**config.mk**
```make
export PLATFORM = sky130hd
export DESIGN_NAME = convolution_procesor_sequencer
export DESIGN_NICKNAME = d
export VERILOG_FILES = /design/src/rtl/convolution_procesor_pkg.sv /design/src/rtl/convolution_procesor_comparatorLessThan.sv /design/src/rtl/convolution_procesor_sequencer.sv
export SDC_FILE = /design/constraint.sdc
export NUM_CORES = 1
export LEC_CHECK = 0
export ABC_AREA = 1
export BUFFER_PORTS_ARGS = -buffer_cell sky130_fd_sc_hd__buf_2
export CORE_UTILIZATION = 45
export DETAILED_ROUTE_END_ITERATION = 8
export PLACE_DENSITY = 0.63
export SLEW_MARGIN = 20
export SYNTH_ARGS = -nofsm -noshare
export SYNTH_HDL_FRONTEND = slang
export SYNTH_HIERARCHICAL = 1
export SYNTH_SLANG_ARGS = --single-unit
```
**constraint.sdc**
```tcl
create_clock -name clk_i -period 8.8 [get_ports clk_i]
set_input_delay 0.88 -clock clk_i [delete_from_list [all_inputs] [get_ports clk_i]]
set_output_delay 0.88 -clock clk_i [all_outputs]
set_load 0.01 [all_outputs]
```
**src/rtl/convolution_procesor_pkg.sv**
```systemverilog
// Shared definitions for the convolution processor: default widths and the
// sequencer FSM state encoding.
package convolution_procesor_pkg;

    localparam int DEF_DATA_WIDTH   = 8;
    localparam int DEF_ADDR_WIDTH_X = 5;
    localparam int DEF_ADDR_WIDTH_Y = 5;
    localparam int DEF_ADDR_WIDTH_Z = 6;
    // Worst-case sum of 2^ADDR_WIDTH_Y full-scale products fits exactly.
    localparam int DEF_ACC_WIDTH    = 2 * DEF_DATA_WIDTH + DEF_ADDR_WIDTH_Y;

    typedef enum logic [2:0] {
        ST_IDLE,
        ST_RUN,
        ST_DRAIN,
        ST_WRITE,
        ST_DONE
    } state_t;

endpackage

```
**src/rtl/convolution_procesor_comparatorLessThan.sv**
```systemverilog
// Unsigned less-than comparator used for the sequencer loop bounds.
module convolution_procesor_comparatorLessThan #(
    parameter int WIDTH = 8
) (
    input  logic [WIDTH-1:0] a_i,
    input  logic [WIDTH-1:0] b_i,
    output logic             lt_o
);

    assign lt_o = (a_i < b_i);

endmodule

```
**src/rtl/convolution_procesor_sequencer.sv**
```systemverilog
// Convolution sequencer: walks the (i, j) index space, issues X/Y reads,
// accumulates the returning products and writes each finished Z[i].
module convolution_procesor_sequencer
    import convolution_procesor_pkg::*;
#(
    parameter int DATA_WIDTH   = DEF_DATA_WIDTH,
    parameter int ADDR_WIDTH_X = DEF_ADDR_WIDTH_X,
    parameter int ADDR_WIDTH_Y = DEF_ADDR_WIDTH_Y,
    parameter int ADDR_WIDTH_Z = DEF_ADDR_WIDTH_Z,
    parameter int ACC_WIDTH    = 2 * DATA_WIDTH + ADDR_WIDTH_Y
) (
    input  logic                    clk_i,
    input  logic                    rst_i,
    input  logic                    start_i,
    input  logic [ADDR_WIDTH_X:0]   sizeX_i,
    input  logic [ADDR_WIDTH_Y:0]   sizeY_i,
    output logic [ADDR_WIDTH_X-1:0] memX_addr_o,
    input  logic [DATA_WIDTH-1:0]   memX_data_i,
    output logic [ADDR_WIDTH_Y-1:0] memY_addr_o,
    input  logic [DATA_WIDTH-1:0]   memY_data_i,
    output logic [ADDR_WIDTH_Z-1:0] memZ_addr_o,
    output logic [ACC_WIDTH-1:0]    memZ_data_o,
    output logic                    memZ_we_o,
    output logic                    busy_o,
    output logic                    done_o
);

    // Common comparison width: wide enough for i, sizeX+sizeY and the sizes.
    localparam int CW = ADDR_WIDTH_Z + 1;

    state_t state, state_nxt;

    logic [ADDR_WIDTH_X:0]   size_x;
    logic [ADDR_WIDTH_Y:0]   size_y;
    logic [ADDR_WIDTH_Z-1:0] i_idx;
    logic [ADDR_WIDTH_Y-1:0] j_idx;
    logic [ACC_WIDTH-1:0]    acc;
    logic                    vld_p0;
    logic                    vld_p1;

    logic [CW-1:0] i_ext;
    logic [CW-1:0] j_ext;
    logic [CW-1:0] diff;
    logic [CW-1:0] sx_ext;
    logic [CW-1:0] sy_last;
    logic [CW-1:0] i_last;
    logic          x_in_range;
    logic          j_more;
    logic          i_more;
    logic          j_le_i;
    logic [ACC_WIDTH-1:0] prod;

    assign i_ext   = CW'(i_idx);
    assign j_ext   = CW'(j_idx);
    assign diff    = i_ext - j_ext;
    assign sx_ext  = CW'(size_x);
    assign sy_last = CW'(size_y) - CW'(1);
    assign i_last  = CW'(size_x) + CW'(size_y) - CW'(2);

    // j <= i expressed as not (i < j); when false, diff has wrapped and is masked.
    assign j_le_i = !(i_ext < j_ext);
    assign vld_p0 = j_le_i && x_in_range;
    assign prod   = ACC_WIDTH'(memX_data_i) * ACC_WIDTH'(memY_data_i);

    convolution_procesor_comparatorLessThan #(.WIDTH(CW)) u_cmp_x_range (
        .a_i  (diff),
        .b_i  (sx_ext),
        .lt_o (x_in_range)
    );

    convolution_procesor_comparatorLessThan #(.WIDTH(CW)) u_cmp_inner (
        .a_i  (j_ext),
        .b_i  (sy_last),
        .lt_o (j_more)
    );

    convolution_procesor_comparatorLessThan #(.WIDTH(CW)) u_cmp_outer (
        .a_i  (i_ext),
        .b_i  (i_last),
        .lt_o (i_more)
    );

    // State register.
    always_ff @(posedge clk_i or posedge rst_i) begin
        if (rst_i) begin
            state <= ST_IDLE;
        end else begin
            state <= state_nxt;
        end
    end

    // Loop indices, latched sizes, valid pipe and accumulator.
    always_ff @(posedge clk_i or posedge rst_i) begin
        if (rst_i) begin
            size_x <= '0;
            size_y <= '0;
            i_idx  <= '0;
            j_idx  <= '0;
            acc    <= '0;
            vld_p1 <= 1'b0;
        end else begin
            // Stage p1: valid aligned with the data returning from X/Y memories.
            vld_p1 <= (state == ST_RUN) && vld_p0;
            if (vld_p1) begin
                acc <= acc + prod;
            end
            case (state)
                ST_IDLE: begin
                    if (start_i) begin
                        size_x <= sizeX_i;
                        size_y <= sizeY_i;
                        i_idx  <= '0;
                        j_idx  <= '0;
                        acc    <= '0;
                    end
                end
                ST_RUN: begin
                    j_idx <= j_more ? (j_idx + ADDR_WIDTH_Y'(1)) : '0;
                end
                ST_WRITE: begin
                    acc <= '0;
                    if (i_more) begin
                        i_idx <= i_idx + ADDR_WIDTH_Z'(1);
                    end
                end
                default: ;
            endcase
        end
    end

    // Next-state and output decode.
    always_comb begin
        state_nxt   = state;
        memX_addr_o = '0;
        memY_addr_o = '0;
        memZ_addr_o = '0;
        memZ_data_o = '0;
        memZ_we_o   = 1'b0;
        busy_o      = (state != ST_IDLE);
        done_o      = (state == ST_DONE);
        case (state)
            ST_IDLE: begin
                if (start_i) begin
                    state_nxt = ((sizeX_i == '0) || (sizeY_i == '0)) ? ST_DONE : ST_RUN;
                end
            end
            ST_RUN: begin
                memX_addr_o = diff[ADDR_WIDTH_X-1:0];
                memY_addr_o = j_idx;
                if (!j_more) begin
                    state_nxt = ST_DRAIN;
                end
            end
            ST_DRAIN: begin
                state_nxt = ST_WRITE;
            end
            ST_WRITE: begin
                memZ_we_o   = 1'b1;
                memZ_addr_o = i_idx;
                memZ_data_o = acc;
                state_nxt   = i_more ? ST_RUN : ST_DONE;
            end
            ST_DONE: begin
                state_nxt = ST_IDLE;
            end
            default: begin
                state_nxt = ST_IDLE;
            end
        endcase
    end

endmodule
```
======== After elaboration in Yosys (flattened, before gate mapping) ========
Cells that the tools add are included.
word-level totals
  register bits after elaboration ......... 48
  input port bits ......................... 31
  logic and storage cells ................. 59
  output and inout bits ................... 40
cells by class
  magnitude comparators ................... 4
  reduce and logical (&&, ||, !) cells .... 14
  multipliers ............................. 1
  mux-type cells .......................... 19
  add/sub/neg operators ................... 7
  eq/ne operators ......................... 7
operators with widths
  operator             count
  $mux 21              3
  $pmux 21 s2          1
  $add 21x16->21       1
  $mux 5               4
  $mux 6               3
  $mul 8x8->16         1
  $logic_not 6->1      2
  $mux 3               4
  $pmux 3 s4           1
  $pmux 6 s2           1
  $pmux 5 s2           1
  $add 6x6->7          1
  $lt 5x7->1           1
  $lt 6x7->1           1
  $lt 7x6->1           1
  $sub 6x1->7 const B  1
  $sub 6x5->7          1
  $sub 7x2->7 const B  1
  $add 6x1->6 const B  1
  $eq 3x2->1 const B   2
  $lt 6x5->1           1
  $ne 2x2->1 const B   3
  $reduce_and 2->1     3
  $add 5x1->5 const B  1
  10 further kinds     12

======== Logic depth before layout (Yosys ltp) ========
  word-level depth ........................ 5
  mapped depth ............................ 24
  mapped depth without buffers ............ 23

======== Modules after synthesis ========
Netlist, hierarchy kept.
modules (own cells, without submodules)
  module                                   instances  seq. area each (sq um)  cells each  area each (sq um)
  convolution_procesor_sequencer           1          1201.2                  833         5879.4
  convolution_procesor_comparatorLessThan  3          0.0                     30          168.9

======== Worst setup path before layout ========
Ideal clock, no wire load.
  path kind ............................... in2reg
  start ................................... input port memX_data_i[0]
  end ..................................... register acc[14]
  cell stages on the path ................. 20
  required time ........................... 8.680 ns
  setup slack ............................. 4.193 ns
  buffers on the path ..................... 1
  setup time .............................. 0.120 ns
  arrival time ............................ 4.487 ns
  cell sequence ........................... clkbuf_1 nand2_1 fa_1 fa_1 inv_1 fa_1 inv_1 fa_1 inv_1 ha_1 nand2_1 nand2_1 a21oi_1 nand2_1 nand2_1 nand2_1 nand2_1 nand2_1 o21ai_0 inv_1
between the ends
  word-level cells in the longest chain between the ends .. 5
RTL lines
  element                 RTL line                               RTL
  start: declaration      convolution_procesor_sequencer.sv:18   input logic [DATA_WIDTH-1:0] memX_data_i,
  $mul 8x8->16 *          convolution_procesor_sequencer.sv:63   assign prod = ACC_WIDTH'(memX_data_i) * ACC_WIDTH'(memY_data_i);
  $add 21x16->21 *        convolution_procesor_sequencer.sv:105  acc <= acc + prod;
  $mux 21 *               convolution_procesor_sequencer.sv:104  if (vld_p1) begin
  $mux 21                 convolution_procesor_sequencer.sv:109  if (start_i) begin
  $pmux 21 s2 *           convolution_procesor_sequencer.sv:107  case (state)
  end signal: assignment  convolution_procesor_sequencer.sv:105
  end: declaration        convolution_procesor_sequencer.sv:37   logic [ACC_WIDTH-1:0] acc;
Mark *: on every way between the ends. The rest lies on a longest branch, timed or not.
A chain may end at the register's enable or synchronous reset.

======== Worst setup path after layout ========
  start ................................... input port memX_data_i[3]
  end ..................................... register acc[17]
The elaborated chain is that of the path after synthesis.

==> flow_summary_export.csv <==
group,metric,value,unit
run_status,outcome,"finished clean",
route,drc,0,
layout,drive_gt1_share,9.499,%
synthesis,synth_edf_count,0,
cts,cts_tree,"yes",
place,numPortBuffers,70,
cts,cts_sinks,48,
synthesis,synth_top_area_share,18.81,%
synthesis,ys.flop_type,"dfrtp_1",
critical_path,critPathMaxStageDelay,550,ps
route,ant_nets,0,
synthesis,synth_area_leader_cell,"dfrtp_1",
timing,slew_violations,0,
route,drt_iter0_markers,243,
place,place_inst,1151,
route,vias_per_cell,4.674,
layout,multi_input_area,0.004085,mm2
cts,cts_hold_buf,0,
cts,postCtsSetupBuffers,0,
critical_path,path_class,"input port to flop",
synthesis,syn_inst,923,
cts,clock_path_buffers,2,
synthesis,synth_area_leaders,"dfrtp_1 19%, fa_1 16%, inv_1 16%",
route,vias,5417,
critical_path,path_buf_inv,5,
critical_path,crit_family,"adder cells",
critical_path,r2r_start,"acc[6]$_DFF_PP0_",
timing,tns,0,ps
job,max-cap-violations,0,
synthesis,synth_area,0.006386,mm2
floorplan,core,0.01388,mm2
timing,timing.hold.ws,514.8,ps
layout,regArea,0.001201,mm2
timing,timing.fmax,218.1,MHz
route,first_pass_iters,4,
floorplan,initial_core_util,46.01,%
timing,finalCriticalPeriod,4584,ps
power_and_ir_drop,peakVddDrop,0.1603,mV
synthesis,yosys_warnings,6,
floorplan,ios,71,
cts,clk_pin_slew,70,ps
floorplan,num_rows,43,
cts,cts_resized,0,
synthesis,ys_seq_area_share,18.81,%
synthesis,synth_cell_types,32,
critical_path,start_kind,"input port",
critical_path,r2r_setup_slack,4720,ps
global_routing,grt_util_all_layers,21.33,%
critical_path,critPathLaunch,"memX_data_i[3]",
global_routing,grt_pass1_vias,5298,
layout,syn_to_final_growth,10.29,%
critical_path,critPathCaptureType,"flop",
power_and_ir_drop,pwr_density_cell,369.8,mW/mm2
timing,relSlewSlack,49.33,%
timing,hold_viol,0,
layout,finalNonFillerCells,1159,
place,place_congestion,0.8791,
critical_path,path_cells,"buf_2 -> nand2_1 -> inv_1 -> fa_1 -> fa_1 -> fa_1 -> inv_1 -> fa_1 -> inv_1 -> ha_1 -> a21oi_1 -> o21ai_0 -> a21oi_1 -> nand2_1 -> nand2_1 -> nand3_1 -> nand2_1 -> inv_1",
cts,cts_made_buffers,5,
timing,fin_crit_sh,52.09,%
power_and_ir_drop,power,2.604,mW
timing,grt_setup_unrepaired,"no",
synthesis,ys_ff_latch,48,
critical_path,critPathMaxFanout,8,
layout,nNetsFinal,1139,
critical_path,crit_path_top_delay_cell,"fa_1",
global_routing,grt_overflow,0,
floorplan,die_y,121.1,um
hold_path,hold_class,"flop to flop",
hold_path,hold_path.startpoint,"size_x[0]$_DFFE_PP0P_",
global_routing,antenna_found_initial,0,
layout,nFillCells,1431,
place,dp_hpwl,11.53,mm
route,wl_per_cell,12.19,um
cts,clock-root-buffer,"clkbuf_16",
global_routing,grt_max_degree,49,
cts,worstSkewPairLatency,300,ps
critical_path,crit_arrival,4780,ps
synthesis,async_flop_share,100.0,%
floorplan,die_width,121.1,um
timing,setup_violations,0,
power_and_ir_drop,power.leakage,4.336,nW
cts,htreeDepth,2,
layout,num_antenna_cells,0,
global_routing,grt_pass1_wl,24.93,mm
route,wl,14.13,mm
timing,max_slew.worst_pin.slew,760.1,ps
floorplan,die-area,0.01467,mm2
timing,skew,8.919,ps
critical_path,crit_required,9000,ps
synthesis,syn_avg_cell_area,6.919,um2
==> power by group <==
group	switching (mW)	internal (mW)	leakage [nW]
clock network	0.0944	0.135	0.0804
registers	0.0613	0.298	0.632
logic	1.27	0.746	3.62
==> placed cells by master, fill, tap and decap left out, drive strengths merged <==
cell type	instances
or2	3
o22ai	2
fa	52
nor3	10
ha	78
nand3	37
a31oi	1
clkbuf	5
clkinv	1
clkinvlp	1
conb	4
bufinv	1
a211oi	5
a21oi	47
inv	267
o211ai	6
nand2	195
nand4	4
nor3b	1
dfrtp	48
xnor2	2
and2	2
o21ai	34
buf	71
xor2	11
nor2	91
==> worst paths after layout <==
kind / depth (start not counted) / end
max in group asynchronous: 3 / size_y[3]$_DFFE_PP0P_
worst max-delay path: 18 / acc[17]$_DFF_PP0_
min in group asynchronous: 3 / state[1]$_DFFE_PP0P_
worst max register to register: 18 / acc[17]$_DFF_PP0_
worst min-delay path: 2 / size_x[0]$_DFFE_PP0P_
worst min register to register: 2 / size_x[0]$_DFFE_PP0P_
==> cells by family after synthesis <==
group           after synthesis  synth area share (%)
buf+inv                     293                 17.40
other cells                   1               0.05872
flops                        48                 18.81
xor+xnor                     13                 1.783
simple gates                343                 22.37
compound gates               95                 7.994
fa+ha+maj                   130                 31.58
==> cell type report <==
cell class / count / area share (%)
inverter: 267 / 14.23
timing repair buffer: 71 / 5.081
tap: 180 / 3.198
clock buffer: 5 / 1.777
multi-input combinational: 585 / 58.00
clock inverter: 3 / 0.6573
sequential: 48 / 17.05
==> synth_stat cells (3+ instances only) <==
cell type	number
inv_1	264
nor3_1	8
nand4_1	4
o21ai_0	33
a211oi_1	5
ha_1	78
clkbuf_1	19
nand2_1	192
buf_2	5
xor2_1	11
nand2_4	3
or2_2	3
fa_1	52
a21oi_1	47
nor2_1	91
nand3_1	36
dfrtp_1	48
o211ai_1	6
==> state kept, by name (all words and copies together), names as in the netlist <==
signal,count
j_idx,5
size_x,6
state,3
i_idx,6
size_y,6
vld_p1,1
acc,21
==> worst min-delay path, cell delays in order, from the launching register on <==
cell and delay (ps):
dfrtp_1 380, nand2_1 60, nand2_1 50
==> per-layer routing <==
metal / GRT usage [%] / wire [um] / vias to the layer above
met5: 0 / 0 / -
met1: 29.44 / 7093 / 2462
met2: 36.07 / 6425 / 92
li1: - / - / 2852
met3: 1.551 / 391 / 11
met4: 5.478 / 223 / 0
==> stage by stage <==
| step | worst slack (ps) | area (um2) | util, % |
|---|---|---|---|
| 5_1_grt | 3918 | 7043 | 50.74 |
| 3_5_place_dp | 3925 | 6872 | 49.50 |
| 4_1_cts | 4207 | 7043 | 50.74 |
| 3_3_place_gp | 3950 | 6872 | 49.50 |
| 6_report | 4216 | 7043 | 50.74 |
| 2_1_floorplan | 4193 | 6397 | - |
No activity file was read; power rests on OpenSTA's default activity.
